--- src/rtl/mem_arbiter.sv ---
// rtl/mem_arbiter.sv - shared memory bus arbiter between instruction fetch and data access
module mem_arbiter (
    input  logic        clk,
    input  logic        rst,
    input  logic        ireq,
    input  logic [31:0] iaddr,
    input  logic        dreq,
    input  logic        dwe,
    input  logic [31:0] daddr,
    input  logic [31:0] dwdata,
    input  logic [3:0]  dbe,
    output logic [31:0] irdata,
    output logic [31:0] drdata,
    output logic        mem_stall,
    output logic        bus_req,
    output logic        bus_we,
    output logic [31:0] bus_addr,
    output logic [31:0] bus_wdata,
    output logic [3:0]  bus_be,
    input  logic        bus_addr_ok,
    input  logic        bus_data_ok,
    input  logic [31:0] bus_rdata
);

    typedef enum logic [2:0] {IDLE, D_REQ, D_WAIT, I_REQ, I_WAIT, DONE} stateT;

    stateT       state;
    logic        latchIreq;
    logic [31:0] latchIaddr;
    logic        latchDwe;

    // Bus address/data/enable registers double as the latched request copies;
    // they are only rewritten when a new bus request is launched.
    always_ff @(posedge clk) begin
        if (rst) begin
            state      <= IDLE;
            latchIreq  <= 1'b0;
            latchIaddr <= 32'd0;
            latchDwe   <= 1'b0;
            irdata     <= 32'd0;
            drdata     <= 32'd0;
            bus_req    <= 1'b0;
            bus_we     <= 1'b0;
            bus_addr   <= 32'd0;
            bus_wdata  <= 32'd0;
            bus_be     <= 4'd0;
        end else begin
            case (state)
                IDLE: begin
                    latchIreq  <= ireq;
                    latchIaddr <= iaddr;
                    latchDwe   <= dwe;
                    if (dreq) begin
                        state     <= D_REQ;
                        bus_req   <= 1'b1;
                        bus_we    <= dwe;
                        bus_addr  <= daddr;
                        bus_wdata <= dwdata;
                        bus_be    <= dbe;
                    end else if (ireq) begin
                        state    <= I_REQ;
                        bus_req  <= 1'b1;
                        bus_we   <= 1'b0;
                        bus_addr <= iaddr;
                        bus_be   <= 4'b1111;
                    end
                end
                D_REQ: begin
                    if (bus_addr_ok) begin
                        state   <= D_WAIT;
                        bus_req <= 1'b0;
                    end
                end
                D_WAIT: begin
                    if (bus_data_ok) begin
                        if (!latchDwe) begin
                            drdata <= bus_rdata;
                        end
                        if (latchIreq) begin
                            state    <= I_REQ;
                            bus_req  <= 1'b1;
                            bus_we   <= 1'b0;
                            bus_addr <= latchIaddr;
                            bus_be   <= 4'b1111;
                        end else begin
                            state <= DONE;
                        end
                    end
                end
                I_REQ: begin
                    if (bus_addr_ok) begin
                        state   <= I_WAIT;
                        bus_req <= 1'b0;
                    end
                end
                I_WAIT: begin
                    if (bus_data_ok) begin
                        irdata <= bus_rdata;
                        state  <= DONE;
                    end
                end
                DONE: begin
                    state <= IDLE;
                end
                default: begin
                    state <= IDLE;
                end
            endcase
        end
    end

    // In IDLE the stall must rise in the same cycle the pipeline raises a request.
    always_comb begin
        mem_stall = 1'b0;
        case (state)
            IDLE:    mem_stall = ireq | dreq;
            DONE:    mem_stall = 1'b0;
            default: mem_stall = 1'b1;
        endcase
    end

endmodule
--- config.mk ---
export PLATFORM = sky130hd
export DESIGN_NAME = mem_arbiter
export DESIGN_NICKNAME = d
export VERILOG_FILES = /design/src/rtl/mem_arbiter.sv
export SDC_FILE = /design/constraint.sdc
export NUM_CORES = 1
export LEC_CHECK = 0
export CORE_UTILIZATION = 43
export DETAILED_ROUTE_END_ITERATION = 8
export MAX_ROUTING_LAYER = met4
export PLACE_DENSITY = 0.78
export SYNTH_ARGS = -nofsm -noshare
export SYNTH_HDL_FRONTEND = slang
export SYNTH_SLANG_ARGS = --single-unit
export TNS_END_PERCENT = 100
--- constraint.sdc ---
create_clock -name clk -period 2.3 [get_ports clk]
set_input_delay 0.46 -clock clk [delete_from_list [all_inputs] [get_ports clk]]
set_output_delay 0.46 -clock clk [all_outputs]
set_load 0.05 [all_outputs]
==> results of run 1 <==
flip-flops by register name, indices dropped and copies added (netlist names):
signal and flops:
bus_addr 32, bus_wdata 32, drdata 32, irdata 32, latchIaddr 32, bus_be 4
state 3, bus_req 1, bus_we 1, latchDwe 1, latchIreq 1
worst paths after layout:
kind	from	endpoint	cells after the start	slack, ns
setup / recovery	ireq	mem_stall	5	0.13
hold reg to reg	bus_we	bus_we	2	0.45
setup reg to reg	state[1]	drdata[18]	6	0.46
hold / removal	bus_we	bus_we	2	0.45
cells in the mapped netlist:
master,number,area share [%]
a211o_1,1,0.13
a211oi_1,1,0.11
a21oi_1,166,13
a221o_1,1,0.15
and2_0,1,0.095
and2_1,2,0.19
and3b_1,1,0.13
buf_1,2,0.11
buf_2,19,1.4
buf_6,3,0.51
clkbuf_1,46,2.6
dfxtp_1,171,52
mux2i_1,32,4.8
nand2_1,328,19
nand2b_1,1,0.095
nand3_1,1,0.075
nand4_1,1,0.095
nor2_1,7,0.40
nor3_1,10,0.76
nor3_2,1,0.15
nor3b_1,1,0.11
nor3b_2,1,0.19
nor4_1,2,0.19
nor4b_1,2,0.26
o211ai_1,32,3.6
o21a_1,2,0.23
o21bai_1,1,0.11
or2_2,1,0.095
or3_1,1,0.095
or3b_1,2,0.26
or3b_2,1,0.13
layer usage:
layer / routed length, µm / track usage (%) / vias up
li1: - / - / 3278
met1: 8080 / 28.4 / 2871
met2: 9190 / 41.0 / 230
met3: 1470 / 7.48 / 22
met4: 311 / 9.43 / 0
met5: 0 / - / -
stage by stage:
step           utilization, %  setup slack [ns]
2_1_floorplan               -             0.299
3_3_place_gp             64.5             0.156
3_5_place_dp             64.5             0.142
4_1_cts                  68.1             0.113
5_1_grt                  68.2            0.0425
6_report                 68.2             0.134
power by group through the flow:
stage                     Sequential [mW]  Combinational, mW  Clock (mW)
after floorplan                      4.24              0.935           0
after global placement               3.50               2.65           0
after detailed placement             3.51               2.67           0
after CTS                            3.45               2.68        2.67
after global routing                 3.48               2.85        2.82
final                                3.45               2.67        2.60
worst max-delay path, cell delays in order:
cell	delay [ns]
clkdlybuf4s50_1	0.44
nor4_2	0.28
a21oi_1	0.06
or2_2	0.27
buf_4	0.19
timing repair:
action                                 in CTS  in global routing
setup buffers                               0                  0
hold buffers                                0                  0
setup endpoints to repair                   0                  1
gates resized for setup                     0                  1
endpoints found under the hold margin       0                  0
logic make-up (layout without fill, tap and decap cells):
kind of cell,Yosys count,after routing,synth area share (%)
compound gates,204,204,16.9
buf+inv,70,327,4.67
flops,171,171,51.7
mux,32,32,4.84
other cells,0,1,0
simple gates,364,364,21.9
placed cells by master, fill, tap and decap left out, drive strengths merged:
cell	Yosys	final
buf	24	25
clkdlybuf4s50	0	270
o21bai	1	1
a211oi	1	1
clkinv	0	3
nand2	328	328
nor4	2	2
or3b	3	3
nand3	1	1
a221o	1	1
a21oi	166	166
a211o	1	1
nor3b	2	2
nand4	1	1
o21a	2	2
nor4b	2	2
and2	3	3
o211ai	32	32
clkinvlp	0	3
or2	1	1
dfxtp	171	171
and3b	1	1
diode	0	1
nor2	7	7
bufinv	0	1
mux2i	32	32
or3	1	1
nand2b	1	1
clkbuf	46	25
nor3	11	11
final cells by class:
type                       instances  share of cell area (%)
tap                              184                    2.29
antenna                            1                  0.0249
clock inverter                     7                   0.671
clock buffer                      25                    4.63
timing repair buffer             295                    29.3
sequential                       171                    34.0
multi-input combinational        600                    29.0
==> impl_metrics.tcl, run 1 <==
set metrics [dict create \
    vias_per_cell 4.99 \
    ir_drop_mv 0.554 \
    p_comb_share_pct 30.6 \
    crit_fanout 2 \
    synth_cell_type_count 31 \
    post-dp-hpwl_mm 12.9 \
    syn_to_final_growth_pct 51.9 \
    synth_seq_area_share_pct 51.7 \
    drtPass1Iterations 4 \
    syn_inst 841 \
    clock_power_share_pct 29.8 \
    syn_area_mm2 0.00662 \
    drv_slew 0 \
    ant_nets 0 \
    grt.total_usage_pct 24.9 \
    cp_data_arrival_time_ns 1.71 \
    period_share_pct 94.2 \
    cts_tree "done" \
    swShare_pct 33.8 \
    critPathKind "in -> out" \
    final_cells 1283 \
    antenna_found_initial 1 \
    vias 6401 \
    rsz0062_at_grt "false" \
    syn_nets 980 \
    tns_ns 0 \
    power.total_mw 8.71 \
    clk_path_buf_depth 2 \
    port_buffers 273 \
    clock-sinks 171 \
    placed_cell_area_mm2 0.00952 \
    hp-class "reg -> reg" \
    skew_ns 0.00685 \
    p_int_mw 5.77 \
    start_util_pct 44.9 \
    place_congestion 0.773 \
    drt_iter0_drc 365 \
    cp_data_required_time_ns 1.84 \
    syn_avg_cell_area_um2 7.88 \
    htree_num_levels 4 \
    seqCellArea_mm2 0.00342 \
    wl_per_cell_um 14.8 \
    worstSetupEndpointType "output pin" \
    grt_max_degree 97 \
    core.rowCount 44 \
    n_fill_cell 1227 \
    cts_buffers 17 \
    final_hold_viol_count 0 \
    fp.dieH_um 126 \
    fin_nets 1224 \
    core-area_mm2 0.0148 \
    power.density_mw_per_mm2 866 \
    pwr-share-seq_pct 39.6 \
    dp_cells 1250 \
    multiInputGateArea_mm2 0.00292 \
    cap_violations 0 \
    layout-drive-gt1-share_pct 5.19 \
    clk_pin_slew_ns 0.06 \
    finalSetupViolations 0 \
    fmax_mhz 462 \
    die_w_um 126 \
    switchingPower_mw 2.94 \
    die-area_mm2 0.0159 \
    clock_latency_ns 0.41 \
    stdcell_area_mm2 0.0101 \
    grt_pass1_vias 6037 \
    startpoint_type "primary input" \
    yosysWarnings 0 \
    status "finished clean" \
    overflow 0 \
    cts_root_buf "clkbuf_16" \
    drt_wl_total_mm 19.0 \
    fin_crit_ns 2.17 \
    power.leakage_nw 3.70 \
    grt_pass1_wl_mm 30.4 \
    ys_ff_latch 171 \
    holdWs_ns 0.448 \
    num_io_pins 274 \
    tightest_slew_ns 0.563 \
    max-slew-margin-rel_pct 62.4 \
    drc_errors 0 \
]
Power figures use the tool's default switching activity.
==> run 2: changes to the inputs <==
Settings changed: ABC_AREA set to 1, CORE_MARGIN set to 4, CORE_UTILIZATION 43 to 44.
==> run 2 against run 1 <==
  * Power is 58% higher
  * Sequential power is 25% higher
  * Hold slack worse by 0.0052 ns
  * Sequential share of layout area is 2.0 points lower
  * Die area is 16% higher
  * Area after synthesis is 8.9% higher
  * Cell count is 18% higher
  * Design area is 6.4% higher
  * Global-route usage is 1.3 points lower
  * Clock skew is 0.0030 ns higher
  * Critical path depth is 1 lower
  * Highest routed layer unchanged
  * Combinational power is 140% higher
  * Critical endpoint unchanged
==> impl_metrics.tcl, run 2 <==
set metrics [dict create \
    yosysWarnings 0 \
    swShare_pct 43.5 \
    ant_nets 0 \
    critPathLaunch "state[1]" \
    wl_per_cell_um 14.3 \
    syn_inst 1048 \
    hp-class "reg -> reg" \
    cts_setup_buffers 0 \
    syn_area_mm2 0.00721 \
    grt_pass1_vias 7036 \
    cp_data_arrival_time_ns 1.68 \
    fmax_mhz 467 \
    synth.top_cells.by_count "219 x nand2_1, 171 x dfxtp_1, 160 x nor2_1" \
    start_util_pct 45.1 \
    yosys-top-cells-area "dfxtp_1 47%, nand2_1 11%, o21ai_0 9.0%, nor2_1 8.3%, a21oi_1 6.8%" \
    layout-drive-gt1-share_pct 4.71 \
    place_congestion 0.839 \
    ctsHoldBuffers 0 \
    syn_to_final_growth_pct 48.4 \
    whs_path_depth 2 \
    startpoint_type "register" \
    tightest_slew_ns 0.569 \
    cts_tree "done" \
    vias_per_cell 4.93 \
    skew_ns 0.00985 \
    fin_ws_ns 0.160 \
    drt_wl_total_mm 21.6 \
    drt_iter0_drc 391 \
    yosysMostFrequentCell "nand2_1" \
    post-dp-hpwl_mm 14.7 \
    finalSetupViolations 0 \
    r2r-end "bus_wdata[14]" \
    synth_top_cell_by_area "dfxtp_1" \
    cts_root_buf "clkbuf_16" \
    power.density_mw_per_mm2 1290 \
    critPathKind "reg -> out" \
    drtPass1Iterations 4 \
    clock_latency_ns 0.43 \
    ir_drop_mv 0.851 \
    power.total_mw 13.8 \
    async_reset_ff_share_pct 0 \
    crit_fanout 41 \
    hold_path_end "irdata[28]" \
    ys.flop_type "dfxtp_1" \
    power.leakage_nw 4.48 \
    worstSetupEndpointType "output pin" \
    tns_ns 0 \
    wl_met1_mm 9.31 \
    ys_ff_latch 171 \
    mostFrequentLayoutCells "271 x clkdlybuf4s50_1, 219 x nand2_1, 170 x dfxtp_1" \
    synth_edf_count 0 \
    final_hold_viol_count 0 \
    htree_num_levels 4 \
    die-area_mm2 0.0185 \
    cts_buffers 17 \
    max-slew-margin-rel_pct 62.0 \
    grt_pass1_wl_mm 34.4 \
    n_fill_cell 1395 \
    status "finished clean" \
    r2r_slack_ns 0.27 \
    top_layer "met4" \
    wl_met2_mm 10.4 \
    pwr-share-seq_pct 31.2 \
    fp.dieH_um 136 \
    r2r-start "state[0]" \
    antenna_found_initial 0 \
    synth_cell_type_count 18 \
    p_comb_share_pct 46.3 \
    switchingPower_mw 6.00 \
    diodes 0 \
    period_share_pct 93.1 \
    port_buffers 273 \
    cap_violations 0 \
    clk_path_buf_depth 2 \
    synth.top_cell.area_share_pct 47.5 \
    layout_commonest_cell "clkdlybuf4s50_1" \
    ctsResizeCount 0 \
    clk_pin_slew_ns 0.07 \
    cp_data_required_time_ns 1.84 \
    synth_seq_area_share_pct 47.5 \
    fin_nets 1422 \
    post-place-ws_ns 0.295 \
    clock_power_share_pct 22.5 \
    syn_avg_cell_area_um2 6.88 \
    min_from "irdata[28]" \
    core-area_mm2 0.0160 \
    route.met3.wl_mm 1.41 \
    vias 7447 \
    drv_slew 0 \
    clock-sinks 171 \
    syn_nets 1187 \
    grt.total_usage_pct 23.5 \
    rsz0062_at_grt "false" \
    rr_worst_depth 8 \
    num_io_pins 274 \
    p_int_mw 7.79 \
    fin_crit_ns 2.14 \
    drc_errors 0 \
    overflow 0 \
    die_w_um 136 \
    core.rowCount 46 \
    grt_max_degree 104 \
]
==> run 2: cell count changes after synthesis, sizes merged, moves of 32 or more <==
| cell | previous run | this run |
|---|---|---|
| nor2 | 7 | 162 |
| o21ai | 0 | 131 |
| inv | 0 | 110 |
| nand2 | 328 | 219 |
| nand3 | 1 | 74 |
| a21oi | 166 | 98 |
| mux2i | 32 | 0 |
| o211ai | 32 | 0 |
==> run 2: cell type report <==
class	count	area [µm²]	area share [%]
clock buffers	19	453	4.23
clock inverters	13	186	1.74
inverters	110	414	3.87
multi-input cells	691	3010	28.1
flip-flops and latches	171	3420	32.0
well taps	216	270	2.53
repair buffers	292	2950	27.5
==> run 2: cell families after synthesis <==
family / Yosys count / share of synthesized area, %
flip-flops: 171 / 47.5
AO/OA/AOI/OAI: 230 / 16.0
buffers and inverters: 186 / 10.9
AND/OR/NAND/NOR: 461 / 25.6
==> run 2: worst max-delay path by stage <==
stage / depth (start not counted) / to
2_1_floorplan: 4 / mem_stall
3_3_place_gp: 8 / bus_wdata[3]
3_5_place_dp: 8 / bus_wdata[10]
4_1_cts: 4 / mem_stall
5_1_grt: 8 / bus_wdata[14]
6_report: 4 / mem_stall
==> run 2: layer usage <==
metal	up-vias	global-route usage [%]
li1	3773	-
met1	3358	28.4
met2	277	39.1
met3	39	4.92
met4	0	8.23
met5	-	-
==> run 2: power by group through the flow <==
stage	Clock, mW	Combinational, mW	Sequential [mW]
after CTS	3.14	6.39	4.29
after floorplan	0	2.61	6.15
final	3.10	6.38	4.30
after detailed placement	0	6.35	4.34
after global placement	0	6.28	4.32
after global routing	3.28	6.90	4.41
==> run 2: worst max-delay path, stage by stage, from the launching register on <==
cell and delay (ns):
dfxtp_1 0.36, buf_6 0.34, nor3_1 0.13, a21oi_1 0.25, buf_12 0.18
==> run 2: stage by stage <==
step / hold WS [ns] / instances / instance area [µm²] / util [%]
final: 0.443 / 1512 / 10700 / 66.9
after global routing: 0.466 / 1512 / 10700 / 66.9
after CTS: 0.444 / 1512 / 10700 / 66.9
after detailed placement: 0.434 / 1480 / 10100 / 62.9
after global placement: 0.432 / 1480 / 10100 / 62.9
after floorplan: 0.456 / 1048 / 7210 / -
==> run 3: changes to the inputs <==
Settings changed: CORE_UTILIZATION 44 to 45, PLACE_DENSITY 0.78 to 0.8.
Clock period 2.3 ns to 2.65 ns, I/O delays scaled along.
==> run 3 against run 2 <==
  * Cell count decreased by 0.33%
  * Power decreased by 15%
  * Global-route usage increased by 0.16 points
  * Count of clock-buffer cells in the layout decreased by 1
  * Die area decreased by 2.1%
  * Via count decreased by 1.4%
  * Worst setup slack improved by 0.25 ns
  * Register-to-register slack improved by 0.25 ns
  * Sequential share of layout area increased by 0.22 points
  * Routed wire length decreased by 2.4%
  * Flip-flop and latch count unchanged
==> impl_metrics.tcl, run 3 (same netlist as run 2, synthesis figures left out) <==
set metrics [dict create \
    critical-path-slowest-cell "dfxtp_1" \
    antenna_found_initial 0 \
    cp_data_arrival_time_ns 1.71 \
    r2r-start "state[0]" \
    r2r-end "bus_wdata[6]" \
    layout-drive-gt1-share_pct 4.18 \
    cp_data_required_time_ns 2.12 \
    grt_max_degree 140 \
    n_fill_cell 1381 \
    wl_per_cell_um 14.0 \
    grt_use_met1_pct 29.1 \
    r2r_slack_ns 0.52 \
    max-slew-margin-rel_pct 60.0 \
    worstSetupEndpointType "output pin" \
    cp_top_family "flip-flops" \
    path_cells "inv_1 -> nand2_1 -> inv_2 -> a21oi_1 -> buf_12" \
    grt_pass1_wl_mm 34.2 \
    drt_iter0_drc 426 \
    rsz0062_at_grt "false" \
    power.total_mw 11.7 \
    min_from "irdata[19]" \
    clock-sinks 171 \
    ir_drop_mv 0.603 \
    mostFrequentLayoutCells "271 x clkdlybuf4s50_1, 219 x nand2_1, 171 x dfxtp_1" \
    cts_tree "done" \
    grt.total_usage_pct 23.7 \
    vias 7340 \
    layout_commonest_cell "clkdlybuf4s50_1" \
    diodes 0 \
    whs_path_depth 2 \
    post-place-ws_ns 0.388 \
    fin_crit_ns 2.24 \
    cp.buffers_inverters 3 \
    skew_ns 0.00963 \
    die_w_um 135 \
    stdcell_area_mm2 0.0106 \
    vias_per_cell 4.87 \
    syn_to_final_growth_pct 47.3 \
    final_core_util_pct 67.4 \
    start_util_pct 45.7 \
    drtPass1Iterations 5 \
    busiest_layer "met2" \
    hold_path_end "irdata[19]" \
    core-area_mm2 0.0158 \
    grt_pass1_vias 6804 \
    final_cells 1507 \
    critPathKind "reg -> out" \
    fin_nets 1418 \
    ctsResizeCount 0 \
    dp_cells 1476 \
    status "finished clean" \
    drv_slew 0 \
    core.rowCount 46 \
    fmax_mhz 446 \
    finalSetupViolations 0 \
    num_io_pins 274 \
    cts_root_buf "clkbuf_16" \
    power.density_mw_per_mm2 1110 \
    drc_errors 0 \
    clk_pin_slew_ns 0.06 \
    grt_util_met2_pct 39.0 \
    ctsHoldBuffers 0 \
    ant_nets 0 \
    cts_setup_buffers 0 \
    power.leakage_nw 4.43 \
    max_stage_delay_ns 0.50 \
    startpoint_type "register" \
    hp-class "reg -> reg" \
    cts_buffers 17 \
    tns_ns 0 \
    period_share_pct 84.5 \
    port_buffers 273 \
    htree_num_levels 4 \
    overflow 0 \
    tightest_slew_ns 0.600 \
    crit_fanout 8 \
    post-dp-hpwl_mm 14.5 \
    clock_latency_ns 0.42 \
    die-area_mm2 0.0181 \
    place_congestion 0.827 \
    fin_ws_ns 0.410 \
    drt_wl_total_mm 21.1 \
    grt_use_met3_pct 4.84 \
    placed_cell_area_mm2 0.0100 \
    cap_violations 0 \
    final_hold_viol_count 0 \
    fp.dieH_um 135 \
    holdWs_ns 0.443 \
    rr_worst_depth 8 \
    clk_path_buf_depth 2 \
]
## run 3: metal layers
metal | share of wire, % | vias to the layer above | wire, µm
met5 | 0 | - | 0
met3 | 6.7 | 26 | 1420
met2 | 49 | 258 | 10400
li1 | - | 3766 | -
met4 | 1.9 | 0 | 405
met1 | 42 | 3290 | 8950
## run 3: power breakdown
| part | internal, mW | switching (mW) | total, mW | leakage (nW) |
|---|---|---|---|---|
| logic | 1.78 | 3.72 | 5.49 | 2.75 |
| clock network | 1.49 | 1.04 | 2.52 | 0.281 |
| registers | 3.33 | 0.391 | 3.72 | 1.40 |
## run 3: cell type report
class	instances	area [µm²]	area share [%]
Sequential cell	171	3420	32.2
Multi-Input combinational cell	691	3010	28.3
Timing Repair Buffer	288	2910	27.4
Clock buffer	18	429	4.04
Inverter	110	414	3.90
Tap cell	216	270	2.54
Clock inverter	13	168	1.58
## run 3: worst min-delay path: cells and delay by family (launching register included)
family / cells / cell delay, ns
compound gates: 1 / 0.05
buf+inv: 1 / 0.05
flops: 1 / 0.31
## run 3: worst max path at each step
| stage | cells after the start | slack (ns) | startpoint | endpoint |
|---|---|---|---|---|
| 5_1_grt | 5 | 0.25 | state[2] | mem_stall |
| 6_report | 5 | 0.41 | state[2] | mem_stall |
| 4_1_cts | 5 | 0.40 | state[2] | mem_stall |
| 2_1_floorplan | 4 | 0.38 | state[1] | mem_stall |
| 3_3_place_gp | 7 | 0.45 | bus_data_ok | drdata[17] |
| 3_5_place_dp | 7 | 0.39 | bus_data_ok | drdata[31] |
